<file path="src/rtl/screen_sequencer_pkg.sv">
// ============================================================================
// Module  : screen_pkg
// Purpose : Shared types and widths for the screen sequencer slice
// Revision: 1.0 - initial release
// ============================================================================
`default_nettype none

package screen_pkg;

  localparam int SCREEN_W = 5;
  localparam int TCOUNT_W = 8;

  typedef logic [SCREEN_W-1:0] screen_t;

  typedef enum logic [2:0] {
    ST_IDLE    = 3'd0,
    ST_TITLE   = 3'd1,
    ST_TRACE   = 3'd2,
    ST_MESSAGE = 3'd3,
    ST_SCORE   = 3'd4,
    ST_RESTART = 3'd5
  } state_e;

  // A game needs at least a title screen and a score board.
  function automatic screen_t clamp_total(input screen_t t);
    return (t < screen_t'(2)) ? screen_t'(2) : t;
  endfunction

endpackage

`default_nettype wire

</file>
<file path="src/rtl/screen_sequencer_if.sv">
// ============================================================================
// Module  : screen_sequencer_if
// Purpose : Game-flow control and status bundle of the screen sequencer
// Revision: 1.0 - initial release
// ============================================================================
`default_nettype none

interface screen_sequencer_if;
  import screen_pkg::*;

  logic          start;
  logic          pause;
  logic          trace_done;
  screen_t       total_screens;
  screen_t       curr_screen;
  logic          screen_change;
  logic [15:0]   elapsed_sec;
  logic          snitch_powerup;
  logic          end_of_game;
  logic          play_again;

  // Game logic / stimulus side.
  modport master (
    output start, pause, trace_done, total_screens,
    input  curr_screen, screen_change, elapsed_sec,
           snitch_powerup, end_of_game, play_again
  );

  // Sequencer side.
  modport slave (
    input  start, pause, trace_done, total_screens,
    output curr_screen, screen_change, elapsed_sec,
           snitch_powerup, end_of_game, play_again
  );

endinterface

`default_nettype wire

</file>
<file path="src/rtl/screen_sequencer_tick_gen.sv">
// ============================================================================
// Module  : tick_gen
// Purpose : Tick prescaler with hold-enable and synchronous clear
// Revision: 1.0 - initial release
// ============================================================================
`default_nettype none

module tick_gen #(
  parameter int TICK_CYCLES = 12_500_000
) (
  input  logic clock,
  input  logic resetn,
  input  logic enable,
  input  logic clear,
  output logic tick
);

  localparam int CNT_W = (TICK_CYCLES > 1) ? $clog2(TICK_CYCLES) : 1;
  localparam logic [CNT_W-1:0] C_LAST = CNT_W'(TICK_CYCLES - 1);

  logic [CNT_W-1:0] r_count;

  assign tick = enable && (r_count == C_LAST);

  // Prescaler: clear wins, otherwise count while enabled and wrap on the tick.
  always_ff @(posedge clock) begin
    if (!resetn) begin
      r_count <= '0;
    end else if (clear) begin
      r_count <= '0;
    end else if (enable) begin
      r_count <= tick ? '0 : r_count + 1'b1;
    end
  end

endmodule

`default_nettype wire

</file>
<file path="src/rtl/screen_sequencer.sv">
// ============================================================================
// Module  : screen_sequencer
// Purpose : Game-flow FSM sequencing title, trace/message, score and replay
// Revision: 1.0 - initial release
// ============================================================================
`default_nettype none

module screen_sequencer
  import screen_pkg::*;
#(
  parameter int TICK_CYCLES   = 12_500_000,
  parameter int TICKS_PER_SEC = 4,
  parameter int TITLE_TICKS   = 1,
  parameter int TRACE_TICKS   = 80,
  parameter int MSG_TICKS     = 20,
  parameter int SCORE_TICKS   = 16,
  parameter int SNITCH_ON     = 32,
  parameter int SNITCH_OFF    = 60
) (
  input  logic              clock,
  input  logic              resetn,
  screen_sequencer_if.slave bus
);

  localparam logic [2:0] S_IDLE    = ST_IDLE;
  localparam logic [2:0] S_TITLE   = ST_TITLE;
  localparam logic [2:0] S_TRACE   = ST_TRACE;
  localparam logic [2:0] S_MESSAGE = ST_MESSAGE;
  localparam logic [2:0] S_SCORE   = ST_SCORE;
  localparam logic [2:0] S_RESTART = ST_RESTART;

  localparam logic [TCOUNT_W-1:0] C_TITLE_LAST = TCOUNT_W'(TITLE_TICKS - 1);
  localparam logic [TCOUNT_W-1:0] C_TRACE_LAST = TCOUNT_W'(TRACE_TICKS - 1);
  localparam logic [TCOUNT_W-1:0] C_MSG_LAST   = TCOUNT_W'(MSG_TICKS - 1);
  localparam logic [TCOUNT_W-1:0] C_SCORE_LAST = TCOUNT_W'(SCORE_TICKS - 1);
  localparam logic [TCOUNT_W-1:0] C_SNITCH_ON  = TCOUNT_W'(SNITCH_ON);
  localparam logic [TCOUNT_W-1:0] C_SNITCH_OFF = TCOUNT_W'(SNITCH_OFF);

  localparam int SUB_W = (TICKS_PER_SEC > 1) ? $clog2(TICKS_PER_SEC) : 1;
  localparam logic [SUB_W-1:0] C_SUB_LAST = SUB_W'(TICKS_PER_SEC - 1);

  logic [2:0]          r_state;
  logic [2:0]          w_next_state;
  screen_t             r_screen;
  screen_t             w_next_screen;
  screen_t             r_total;
  screen_t             w_step;
  logic [TCOUNT_W-1:0] r_tcount;
  logic [TCOUNT_W-1:0] w_next_tcount;
  logic [TCOUNT_W-1:0] w_last;
  logic [SUB_W-1:0]    r_sub;
  logic [15:0]         r_elapsed;
  logic                r_change;
  logic                r_snitch;
  logic                r_eog;
  logic                r_again;
  logic                w_tick;
  logic                w_tick_en;
  logic                w_end;
  logic                w_change;
  logic                w_playing;
  logic                w_clear_time;

  // Screens that count towards play time.
  assign w_playing = (r_state == S_TITLE) || (r_state == S_TRACE) || (r_state == S_MESSAGE);

  // Timing only advances on timed screens and never while paused.
  assign w_tick_en = !bus.pause && (w_playing || (r_state == S_SCORE));

  tick_gen #(
    .TICK_CYCLES (TICK_CYCLES)
  ) u_tick_gen (
    .clock  (clock),
    .resetn (resetn),
    .enable (w_tick_en),
    .clear  (w_change),
    .tick   (w_tick)
  );

  assign w_step = r_screen + 1'b1;

  // Last tick index of the current screen; the screen ends on that tick.
  always_comb begin
    w_last = C_SCORE_LAST;
    case (r_state)
      S_TITLE:   w_last = C_TITLE_LAST;
      S_TRACE:   w_last = C_TRACE_LAST;
      S_MESSAGE: w_last = C_MSG_LAST;
      default:   w_last = C_SCORE_LAST;
    endcase
  end

  assign w_end = w_tick && (r_tcount == w_last);

  // Next state, next screen and screen-change detection.
  always_comb begin
    w_next_state  = r_state;
    w_next_screen = r_screen;
    w_change      = 1'b0;
    case (r_state)
      S_IDLE:    if (bus.start) w_next_state = S_TITLE;
      S_TITLE:   w_change = w_end;
      S_MESSAGE: w_change = w_end;
      // trace_done during pause is dropped, so it needs pause low here.
      S_TRACE:   w_change = w_end || (bus.trace_done && !bus.pause);
      S_SCORE: begin
        if (w_end) begin
          w_next_state  = S_RESTART;
          w_next_screen = screen_t'(1);
          w_change      = 1'b1;
        end
      end
      S_RESTART: w_next_state = S_TITLE;
      default:   w_next_state = S_IDLE;
    endcase
    if (w_change && w_playing) begin
      w_next_screen = w_step;
      if (w_step == r_total)  w_next_state = S_SCORE;
      else if (w_step[0])     w_next_state = S_MESSAGE;
      else                    w_next_state = S_TRACE;
    end
    if (w_change)     w_next_tcount = '0;
    else if (w_tick)  w_next_tcount = r_tcount + 1'b1;
    else              w_next_tcount = r_tcount;
  end

  // FSM, tick count and registered status outputs.
  always_ff @(posedge clock) begin
    if (!resetn) begin
      r_state  <= S_IDLE;
      r_screen <= screen_t'(1);
      r_tcount <= '0;
      r_total  <= screen_t'(2);
      r_change <= 1'b0;
      r_snitch <= 1'b0;
      r_eog    <= 1'b0;
      r_again  <= 1'b0;
    end else begin
      r_state  <= w_next_state;
      r_screen <= w_next_screen;
      r_tcount <= w_next_tcount;
      r_change <= w_change;
      r_again  <= (r_state == S_SCORE) && w_end;
      r_eog    <= (w_next_state == S_SCORE);
      r_snitch <= !bus.pause && (w_next_state == S_TRACE) &&
                  (w_next_tcount >= C_SNITCH_ON) && (w_next_tcount < C_SNITCH_OFF);
      if (((r_state == S_IDLE) && bus.start) || (r_state == S_RESTART)) begin
        r_total <= clamp_total(bus.total_screens);
      end
    end
  end

  // Play time restarts on start and on replay.
  assign w_clear_time = ((r_state == S_IDLE) && bus.start) || ((r_state == S_SCORE) && w_end);

  // Elapsed seconds: divide play ticks down and saturate.
  always_ff @(posedge clock) begin
    if (!resetn) begin
      r_sub     <= '0;
      r_elapsed <= '0;
    end else if (w_clear_time) begin
      r_sub     <= '0;
      r_elapsed <= '0;
    end else if (w_tick && w_playing) begin
      if (r_sub == C_SUB_LAST) begin
        r_sub <= '0;
        if (r_elapsed != 16'hFFFF) r_elapsed <= r_elapsed + 1'b1;
      end else begin
        r_sub <= r_sub + 1'b1;
      end
    end
  end

  assign bus.curr_screen    = r_screen;
  assign bus.screen_change  = r_change;
  assign bus.elapsed_sec    = r_elapsed;
  assign bus.snitch_powerup = r_snitch;
  assign bus.end_of_game    = r_eog;
  assign bus.play_again     = r_again;

endmodule

`default_nettype wire

</file>
<file path="src/flat_wrapper.sv">
// flat-port wrapper written by rule: the top's interface ports become plain ports
module screen_sequencer_flat import screen_pkg::*;
#(
  parameter int TICK_CYCLES   = 12_500_000,
  parameter int TICKS_PER_SEC = 4,
  parameter int TITLE_TICKS   = 1,
  parameter int TRACE_TICKS   = 80,
  parameter int MSG_TICKS     = 20,
  parameter int SCORE_TICKS   = 16,
  parameter int SNITCH_ON     = 32,
  parameter int SNITCH_OFF    = 60
)
  (clock, resetn, bus_start, bus_pause, bus_trace_done, bus_total_screens, bus_curr_screen, bus_screen_change, bus_elapsed_sec, bus_snitch_powerup, bus_end_of_game, bus_play_again);
  screen_sequencer_if bus_i ();
  input  logic clock;
  input  logic resetn;
  input wire logic [$bits(bus_i.start)-1:0] bus_start;
  input wire logic [$bits(bus_i.pause)-1:0] bus_pause;
  input wire logic [$bits(bus_i.trace_done)-1:0] bus_trace_done;
  input wire logic [$bits(bus_i.total_screens)-1:0] bus_total_screens;
  output wire logic [$bits(bus_i.curr_screen)-1:0] bus_curr_screen;
  output wire logic [$bits(bus_i.screen_change)-1:0] bus_screen_change;
  output wire logic [$bits(bus_i.elapsed_sec)-1:0] bus_elapsed_sec;
  output wire logic [$bits(bus_i.snitch_powerup)-1:0] bus_snitch_powerup;
  output wire logic [$bits(bus_i.end_of_game)-1:0] bus_end_of_game;
  output wire logic [$bits(bus_i.play_again)-1:0] bus_play_again;
  assign bus_i.start = bus_start;
  assign bus_i.pause = bus_pause;
  assign bus_i.trace_done = bus_trace_done;
  assign bus_i.total_screens = bus_total_screens;
  assign bus_curr_screen = bus_i.curr_screen;
  assign bus_screen_change = bus_i.screen_change;
  assign bus_elapsed_sec = bus_i.elapsed_sec;
  assign bus_snitch_powerup = bus_i.snitch_powerup;
  assign bus_end_of_game = bus_i.end_of_game;
  assign bus_play_again = bus_i.play_again;
  screen_sequencer #(.TICK_CYCLES(TICK_CYCLES), .TICKS_PER_SEC(TICKS_PER_SEC), .TITLE_TICKS(TITLE_TICKS), .TRACE_TICKS(TRACE_TICKS), .MSG_TICKS(MSG_TICKS), .SCORE_TICKS(SCORE_TICKS), .SNITCH_ON(SNITCH_ON), .SNITCH_OFF(SNITCH_OFF)) u_core (.clock(clock), .resetn(resetn), .bus(bus_i));
endmodule
</file>
<file path="config.mk">
export PLATFORM = sky130hd
export DESIGN_NAME = screen_sequencer_flat
export DESIGN_NICKNAME = d
export VERILOG_FILES = /design/src/rtl/screen_sequencer_pkg.sv /design/src/rtl/screen_sequencer_if.sv /design/src/rtl/screen_sequencer_tick_gen.sv /design/src/rtl/screen_sequencer.sv /design/src/flat_wrapper.sv
export SDC_FILE = /design/constraint.sdc
export NUM_CORES = 1
export LEC_CHECK = 0
export CAP_MARGIN = 20
export CELL_PAD_IN_SITES_DETAIL_PLACEMENT = 1
export CELL_PAD_IN_SITES_GLOBAL_PLACEMENT = 1
export CORE_MARGIN = 8
export CORE_UTILIZATION = 46
export DETAILED_ROUTE_END_ITERATION = 12
export HOLD_SLACK_MARGIN = 0.02
export PLACE_DENSITY = 0.83
export SYNTH_ARGS = -nofsm -noshare
export SYNTH_HDL_FRONTEND = slang
export SYNTH_SLANG_ARGS = --single-unit
</file>
<file path="constraint.sdc">
create_clock -name clock -period 4.35 [get_ports clock]
set_clock_uncertainty 0.2 [all_clocks]
set_input_delay 0.435 -clock clock [delete_from_list [all_inputs] [get_ports clock]]
set_output_delay 0.435 -clock clock [all_outputs]
set_load 0.02 [all_outputs]
</file>
Yosys cells after proc, flatten, opt, wreduce, memory -nomap -nowiden
Index checks and enable logic that the tools add are counted.
{ "word_totals": {"elab_cells": 76, "ff_bits": 67, "out_inout_bits": 25, "input_bits": 10} }
{ "classes": {"n_eq_ne": 12, "n_lt_le_gt_ge": 3, "n_reduce_logical": 27, "mux": 17, "n_bitwise": 1, "add_sub_neg": 5} }
{ "op_table": {"columns": ["cell", "count"], "rows": [
  ["$add 24x1->24 const B", 1],
  ["$eq 24x24->1 const B", 1],
  ["$mux 24", 1],
  ["$pmux 7 s3", 1],
  ["$mux 5", 4],
  ["$add 16x1->16 const B", 1],
  ["$mux 8", 2],
  ["$ne 16x16->1 const B", 1],
  ["$mux 3", 4],
  ["$pmux 3 s4", 1],
  ["$logic_and 1x1->1", 11],
  ["$eq 3x2->1 const B", 3],
  ["$eq 3x3->1 const B", 3],
  ["$add 8x1->8 const B", 1],
  ["$eq 8x7->1", 1],
  ["$ge 8x6->1 const B", 1],
  ["$lt 8x6->1 const B", 1],
  ["$logic_or 1x1->1", 6],
  ["$reduce_or 2->1", 3],
  ["$add 5x1->5 const B", 1],
  ["$eq 5x5->1", 1],
  ["$lt 5x2->1 const B", 1],
  ["$reduce_bool 2->1", 2],
  ["$eq 3x1->1 const B", 1],
  ["other kinds (11)", 12]
]} }

Logic depth before layout (Yosys ltp)
{ "depth": {"depth_word": 15, "mapped_depth": 10, "mapped_depth_nobuf": 8} }

Cells and area by module
From an unflattened synthesis, not the netlist that was laid out.
{ "unflattened": {"cells_unflattened": 406, "area_unflattened_um2": 3472.1} }
{ "modules_own_cells": {"columns": ["module", "area_per_inst_um2", "instances", "seq_area_each_um2", "cells_per_inst"], "rows": [
  ["screen_sequencer", 2258.4, 1, 860.8, 268],
  ["tick_gen", 1213.7, 1, 480.5, 138]
]} }

Worst setup path after synthesis
No wires, ideal clock.
{ "synth_timing": {"kind": "flip-flop to flip-flop", "startpoint": "register u_core.r_state[0]", "endpoint": "register u_core.r_elapsed[10], in the netlist u_core.bus.elapsed_sec[10]", "required_ns": 4.033, "path_stages_with_launch": 11, "synth_period_minus_slack_ns": 2.894, "path_slack_ns": 1.456, "setup_ns": 0.117, "t_arrival_ns": 2.577, "cell_sequence": "dfxtp_1 -> buf_6 -> or3b_4 -> a21o_1 -> or4_1 -> buf_2 -> nor3_4 -> a21boi_1 -> o21ai_2 -> buf_2 -> nor2_1"} }
{ "synth_via": {"elab_chain_len": 10} }
{ "synth_lines": {"columns": ["element", "line_no", "text"], "rows": [
  ["from (decl)", "screen_sequencer.sv:42", "logic [2:0] r_state;"],
  ["from (signal assigned)", "screen_sequencer.sv:139", "r_state <= w_next_state;"],
  ["parallel branches: the longest is 10 deep, another holds $eq 8x7->1", null, null],
  ["to (signal assigned)", "screen_sequencer.sv:167", "if (r_elapsed != 16'hFFFF) r_elapsed <= r_elapsed + 1'b1;"],
  ["to (decl)", "screen_sequencer.sv:52", "logic [15:0] r_elapsed;"]
]} }
Parallel ways; which one is timed is not known.
A chain may end at the register's enable or synchronous reset.

Final worst setup path
{ "layout_timing": {"startpoint": "register u_core.r_state[2]", "endpoint": "register u_core.r_sub[0]"} }
{ "layout_via": {"elab_chain_len": 10} }
{ "layout_lines": {"columns": ["element", "line_no", "text"], "rows": [
  ["parallel branches: the longest is 10 deep, another holds $eq 8x7->1", null, null],
  ["to (signal assigned)", "screen_sequencer.sv:169", "r_sub <= r_sub + 1'b1;"],
  ["to (decl)", "screen_sequencer.sv:51", "logic [SUB_W-1:0] r_sub;"]
]} }
Parallel ways; which one is timed is not known.

==> summary.txt <==
Logic synthesis
  – Post-Syn Nets: 409
  – Yosys reg bits: 67
  – Cell count after synthesis: 394
  – Syn avg cell area: 8.40 µm²
  – Sequential cell area fraction in the yosys report: 40.5%
  – Post-Syn Area: 3310 µm²
  – Post-synthesis cell type count: 53
  – FFs w/ async S/R, synth: 0%
  – Main synth FF type: sky130_fd_sc_hd__dfxtp_1
  – Count of flip-flops with a built-in enable after synthesis: 0
  – Number of warning messages in the yosys log: 0

Critical path
  – Worst stage delay on the critical path: 740 ps
  – Arrival time worst endpoint: 3570 ps
  – Critical path required time: 4350 ps
  – Minimum setup slack among reg-to-reg paths: 780 ps
  – Kind of critical path: flip-flop to flip-flop
  – Number of buffers and inverters on the critical path: 0
  – Crit path max-delay family: simple AND/OR/NAND/NOR gates
  – Slowest cell on the critical path: sky130_fd_sc_hd__or4_1
  – List of cells traversed by the critical path: or3b_4 > a21o_1 > or4_1 > nor3_4 > a21boi_1 > o21ai_2 > nor2_1
  – Cell depth of the worst flop-to-flop path: 7
  – Kind of start point of the critical path: flip-flop
  – Endpoint of the worst register-to-register path: u_core.r_sub[0]
  – Reg2reg start: u_core.r_state[2]
  – Critical Path Fanout Max: 18
  – Kind of capture point of the worst setup path: flip-flop

Cells and area
  – Signed area change from the synthesized netlist to the final layout: 20.2%
  – Fraction of layout instances using a drive strength above 1: 6.88%
  – Layout Nets: 446
  – Final antenna diode count: 0
  – Final cell utilization of the core: 56.0%

Power
  – Sw power: 288 µW
  – Sw Ratio: 22.0%
  – Standby leakage power: 1.31 nW
  – Combinational Power Share: 4.5%
  – Internal Pwr Total: 1.02 mW
  – Part of the total power dissipated in sequential elements: 47.6%
  – Clk network pwr share: 47.9%
  – Power per cell area: 329 nW/µm²
  – Worst supply voltage drop on vdd: 0.211 mV

Global route
  – Global-route usage over all layers: 17.3%
  – Via count of the first global-routing pass: 3,000
  – Wire length of the first global-routing pass: 14,000 µm
  – Antenna violations before repair: 0
  – Maximum number of pins on one net before global-route repair: 22
  – Global-route congestion overflow total: 0

Run status
  – Run status: finished, final reports clean

Worst hold path
  – Hold worst-path end: u_core.r_sub[1]
  – Hold path cells: 2
  – Worst min-delay path startpoint: u_core.r_sub[1]
  – HP Class: flip-flop to flip-flop

Detailed routing
  – Per-cell routed wire length: 15.7 µm
  – DR pass1 iterations: 4
  – Post-detailed-route via-to-cell ratio: 5.38
  – Residual antenna-violating net count after detailed routing: 0
  – Iteration-0 DRC Markers: 78
  – DRC violations left: 0
  – Routed WL: 8410 µm
  – Detailed-route via count: 2,877

STA
  – Final period demand of the worst path: 3570 ps
  – Setup tns final: 0 ps
  – Worst hold slack across all endpoints: 272 ps
  – Final period utilization: 82.1%
  – Slew headroom: 46.1%
  – RSZ-0062 raised after global routing: false
  – Achievable Freq: 0.280 GHz
  – Number of hold violations in the final report: 0
  – Final Max Tran Viols: 0
  – Setup-failing EPs final: 0
  – Transition time at the pin with the least slew margin: 807 ps

CTS
  – Number of levels the H-tree was split into: 3
  – CTS tree: done
  – Count of buffers added by post-CTS timing repair for setup: 0
  – Clock latency on the worst-skew pair: 350 ps
  – Root buffer cell: sky130_fd_sc_hd__clkbuf_8
  – Reg clk slew, reported paths: 80 ps
  – Clock buffer depth: 2
  – Num CTS Buffers: 9
  – Total number of clock tree sinks: 67
  – Post-CTS Hold Fix Bufs: 0
  – Resized cells post-CTS: 0

Floorplanning
  – Starting density of the core: 46.6%
  – Die Outline Area: 10,200 µm²
  – Floorplan Core Area: 7100 µm²
  – Number of I/O pins: 35
  – Die W: 101 µm
  – DIE HEIGHT: 101 µm
  – Site row count: 31

Place
  – Final GP Congestion: 0.847
  – Final HPWL DP: 6120 µm
  – Number of port buffers: 34

Flow run
  – Number of violations of the max-capacitance limit: 0
==> worst min-delay path, stage by stage, from the launching register on <==
cell and delay [ps]:
sky130_fd_sc_hd__dfxtp_1 320, sky130_fd_sc_hd__nand2_1 50, sky130_fd_sc_hd__a21oi_1 60
==> power groups by stage <==
stage	registers [mW]	clock network, mW	logic [mW]
after floorplan	0.634	0	0.0416
after global placement	0.637	0	0.0572
after detailed placement	0.637	0	0.0591
after CTS	0.623	0.639	0.0598
after global routing	0.623	0.671	0.0646
final	0.623	0.627	0.0592
==> per-stage QoR <==
stage	worst slack (ps)	instance area, µm²	power [mW]	std cells
after floorplan	1460	3310	0.676	394
after global placement	890	3740	0.694	519
after detailed placement	771	3740	0.696	519
after CTS	729	3980	1.32	535
after global routing	555	3980	1.36	535
final	779	3980	1.31	535
==> sequential cells by signal, indices dropped and copies added (netlist names) <==
name,flops
u_core.r_total,5
u_core.bus.snitch_powerup,1
u_core.bus.curr_screen,5
u_core.r_sub,2
u_core.bus.play_again,1
u_core.u_tick_gen.r_count,24
u_core.r_tcount,8
u_core.bus.elapsed_sec,16
u_core.bus.end_of_game,1
u_core.r_state,3
u_core.bus.screen_change,1
==> placed cells by master (no fill, tap or decap), types with 4 or more instances in the layout <==
master and n:
sky130_fd_sc_hd__and2_1 5, sky130_fd_sc_hd__mux2i_1 8, sky130_fd_sc_hd__a21oi_1 8, sky130_fd_sc_hd__nand4_1 7, sky130_fd_sc_hd__and3_1 6, sky130_fd_sc_hd__clkbuf_8 9
sky130_fd_sc_hd__nor4_1 6, sky130_fd_sc_hd__nor3_1 11, sky130_fd_sc_hd__nor2_1 77, sky130_fd_sc_hd__a21boi_0 4, sky130_fd_sc_hd__clkdlybuf4s50_1 34, sky130_fd_sc_hd__nand2_1 37
sky130_fd_sc_hd__xor2_1 18, sky130_fd_sc_hd__ha_1 5, sky130_fd_sc_hd__or4_1 4, sky130_fd_sc_hd__nand3_1 22, sky130_fd_sc_hd__dfxtp_1 67, sky130_fd_sc_hd__xnor2_1 33
sky130_fd_sc_hd__nor2b_1 8, sky130_fd_sc_hd__inv_1 11
==> layout make-up <==
cell class | count | area [µm²]
Clock buffer | 9 | 124
Clock inverter | 7 | 116
Fill cell | 864 | 3120
Inverter | 11 | 41.3
Multi-Input combinational cell | 306 | 1880
Sequential cell | 67 | 1340
Tap cell | 99 | 124
Timing Repair Buffer | 36 | 355
==> per-layer routing <==
layer / track usage (%) / vias up / share of wire (%)
met5: 0 / - / 0
met4: 5.93 / 0 / 1.4
met3: 4.01 / 9 / 3.1
met2: 31.0 / 32 / 50
met1: 19.4 / 1413 / 46
li1: - / 1423 / -
==> cell families after synthesis <==
group,after synthesis,synth area share (%)
DFF,67,40.5
buffers and inverters,21,2.76
and+or+nand+nor,205,30.8
AOI/OAI and AO/OA,36,7.75
adders and majority gates,5,1.89
xor gates and xnor gates,51,13.5
muxes,9,2.76
==> cell usage after synthesis (2+ instances only) <==
master	number	area [µm²]
sky130_fd_sc_hd__ha_1	5	62.6
sky130_fd_sc_hd__nor2_1	77	289
sky130_fd_sc_hd__xor2_1	18	158
sky130_fd_sc_hd__inv_1	11	41.3
sky130_fd_sc_hd__a21oi_1	8	40.0
sky130_fd_sc_hd__nor2b_1	8	50.1
sky130_fd_sc_hd__buf_2	4	20.0
sky130_fd_sc_hd__mux2i_1	8	80.1
sky130_fd_sc_hd__nor4_1	6	37.5
sky130_fd_sc_hd__nor3b_1	2	15.0
sky130_fd_sc_hd__nor3_1	11	55.1
sky130_fd_sc_hd__o2111ai_1	3	26.3
sky130_fd_sc_hd__nor4bb_1	2	20.0
sky130_fd_sc_hd__dfxtp_1	67	1340
sky130_fd_sc_hd__or4_1	4	30.0
sky130_fd_sc_hd__o22ai_1	2	12.5
sky130_fd_sc_hd__and3_1	6	37.5
sky130_fd_sc_hd__a2111oi_0	2	17.5
sky130_fd_sc_hd__and2_1	5	31.3
sky130_fd_sc_hd__a21boi_0	4	30.0
sky130_fd_sc_hd__o21ai_0	3	15.0
sky130_fd_sc_hd__clkbuf_1	4	15.0
sky130_fd_sc_hd__nand2_1	37	139
sky130_fd_sc_hd__and4_1	2	17.5
sky130_fd_sc_hd__o21a_1	3	22.5
sky130_fd_sc_hd__or2_2	2	12.5
sky130_fd_sc_hd__nand4b_1	3	26.3
sky130_fd_sc_hd__nand2b_1	3	18.8
sky130_fd_sc_hd__xnor2_1	33	289
sky130_fd_sc_hd__nand4_1	7	43.8
sky130_fd_sc_hd__nand3_1	22	110
==> how the worst max path moves through the flow <==
stage	end	slack [ps]	cells past startpoint	startpoint
final	u_core.r_sub[0]	780	7	u_core.r_state[2]
after global routing	u_core.u_tick_gen.r_count[13]	560	7	u_core.r_state[2]
after CTS	u_core.u_tick_gen.r_count[19]	730	7	u_core.r_state[2]
after detailed placement	u_core.u_tick_gen.r_count[19]	770	7	u_core.r_state[2]
after global placement	u_core.bus.elapsed_sec[1]	890	7	u_core.r_state[2]
after floorplan	u_core.bus.elapsed_sec[10]	1460	10	u_core.r_state[0]
(Power assumes the default switching activity.)
==> edit (same flow settings) <==
Make the reset (`resetn`) asynchronous in 3 clocked blocks.
--- a/src/rtl/screen_sequencer_tick_gen.sv
+++ b/src/rtl/screen_sequencer_tick_gen.sv
@@ -23,7 +23,7 @@
   assign tick = enable && (r_count == C_LAST);
 
   // Prescaler: clear wins, otherwise count while enabled and wrap on the tick.
-  always_ff @(posedge clock) begin
+  always_ff @(posedge clock or negedge resetn) begin
     if (!resetn) begin
       r_count <= '0;
     end else if (clear) begin
--- a/src/rtl/screen_sequencer.sv
+++ b/src/rtl/screen_sequencer.sv
@@ -125,7 +125,7 @@
   end
 
   // FSM, tick count and registered status outputs.
-  always_ff @(posedge clock) begin
+  always_ff @(posedge clock or negedge resetn) begin
     if (!resetn) begin
       r_state  <= S_IDLE;
       r_screen <= screen_t'(1);
@@ -154,7 +154,7 @@
   assign w_clear_time = ((r_state == S_IDLE) && bus.start) || ((r_state == S_SCORE) && w_end);
 
   // Elapsed seconds: divide play ticks down and saturate.
-  always_ff @(posedge clock) begin
+  always_ff @(posedge clock or negedge resetn) begin
     if (!resetn) begin
       r_sub     <= '0;
       r_elapsed <= '0;
Function: no difference found for any inputs over 10 cycles, from zero or initial values and one cycle with resetn low; that may be too few to reach the edited logic, so the function may still have changed.
==> edit against the original RTL <==
  * Cell area increased by 9.5%
  * Setup slack better by 0.060 ns
  * Sequential cell count unchanged
  * Wire length rose by 13%
  * Sequential share of layout area up 4.8 points
  * Area after synthesis increased by 11%
  * Worst hold slack gained 0.067 ns
  * Via count rose by 7.2%
  * Critical endpoint is now u_core.u_tick_gen.r_count[6]$_DFFE_PN0P_
Power is not compared: it rests on default switching activity, and its combinational part moved more than twofold at a synthesized area within 25%.
==> edit: results (changes against the original RTL) <==
critical path peak fanout: 24 (+6)
Num CTS Buffers: 9 (unchanged)
max incr delay on CP: 0.67 ns (-0.07 ns)
Skew-Pair Late Insertion Delay: 0.35 ns (about the same)
crit path launch: u_core.r_state[2]$_DFF_PN0_
r2r setup slk: 0.84 ns (+0.06 ns)
Hold Path Class: register to register
area occupied by multi-input gates: 1910 um2 (+1.9%)
asr flop ratio synth: 1.00 (+1.00)
syn_nets: 405 (-0.98%)
FF/Latch Area: 1680 um2 (+25%)
DP HPWL: 6.54 mm (+6.9%)
DR vias/cell: 5.76 (+7.2%)
Synth cell types: 55 (+3.8%)
vias in the first global route: 3332 (+11%)
slowest stage cell, crit path: nand2_1
non-clock buffer count: 39 (+8.3%)
share of cells above drive strength 1: 0.0785 (+0.00971)
end of the critical path: u_core.u_tick_gen.r_count[6]$_DFFE_PN0P_
GRT Total Usage: 0.180 (+0.00689)
core area: 7730 um2 (+8.9%)
startpoint class of the critical path: register
H-Tree Depth: 3 (unchanged)
Hold WS: 0.339 ns (+0.0668 ns)
first-pass GRT wire length: 16.4 mm (+17%)
Seq/Total Area, Yosys: 0.458 (+0.0527)
PortBufs: 34 (unchanged)
Sequential Power Share: 0.485
placer congestion estimate: 0.839 (-0.86%)
clock network area share: 0.0551 (-0.00526)
combinational gate power: 0.122 mW
outcome: finished clean
Hold Startpoint: u_core.r_total[3]$_DFFE_PN0P_
fin nets: 443 (-0.67%)
Final non-clock buffer share: 0.0862 (-0.00318)
top cells by area, synth: dfrtp_1, xor2_1, nor2_1, xnor2_1, nand2_1
worst hold endpoint: u_core.r_total[3]$_DFFE_PN0P_
Hold-fix buffers, CTS: 1 (+1)
largest net degree at the start of global routing: 35 (+59%)
Inverters: 6 (-5)
actual slew at the worst max-slew pin: 1.03 ns (+0.224 ns)
initial drt markers: 120 (+54%)
Post-synth top cells: dfrtp_1, nor2_1, nand2_1, xor2_1, nand3_1
R2R depth: 6 (-1)
FF+latch count: 67 (unchanged)
fillers: 895 (+3.6%)
-- edit: metrics by stage --
| step | total power, mW | area [um2] | setup slack (ns) | std cells |
|---|---|---|---|---|
| final | 1.47 | 4360 | 0.839 | 535 |
| after floorplan | 0.783 | 3660 | 1.59 | 390 |
| after global routing | 1.53 | 4360 | 0.585 | 535 |
| after global placement | 0.835 | 4110 | 0.979 | 518 |
| after detailed placement | 0.844 | 4110 | 0.898 | 518 |
| after CTS | 1.48 | 4360 | 0.862 | 535 |
-- edit: layer usage --
| metal | global-route usage | share of wire |
|---|---|---|
| met5 | 0 | 0 |
| met4 | 0.0744 | 0.019 |
| met3 | 0.0335 | 0.044 |
| met2 | 0.292 | 0.49 |
| met1 | 0.230 | 0.45 |
-- edit: cell families after synthesis --
group,synth area share
xor gates and xnor gates,0.110
adders and majority gates,0.0171
AOI/OAI and AO/OA,0.0922
and+or+nand+nor,0.279
buffers and inverters,0.0201
DFF,0.458
muxes,0.0232
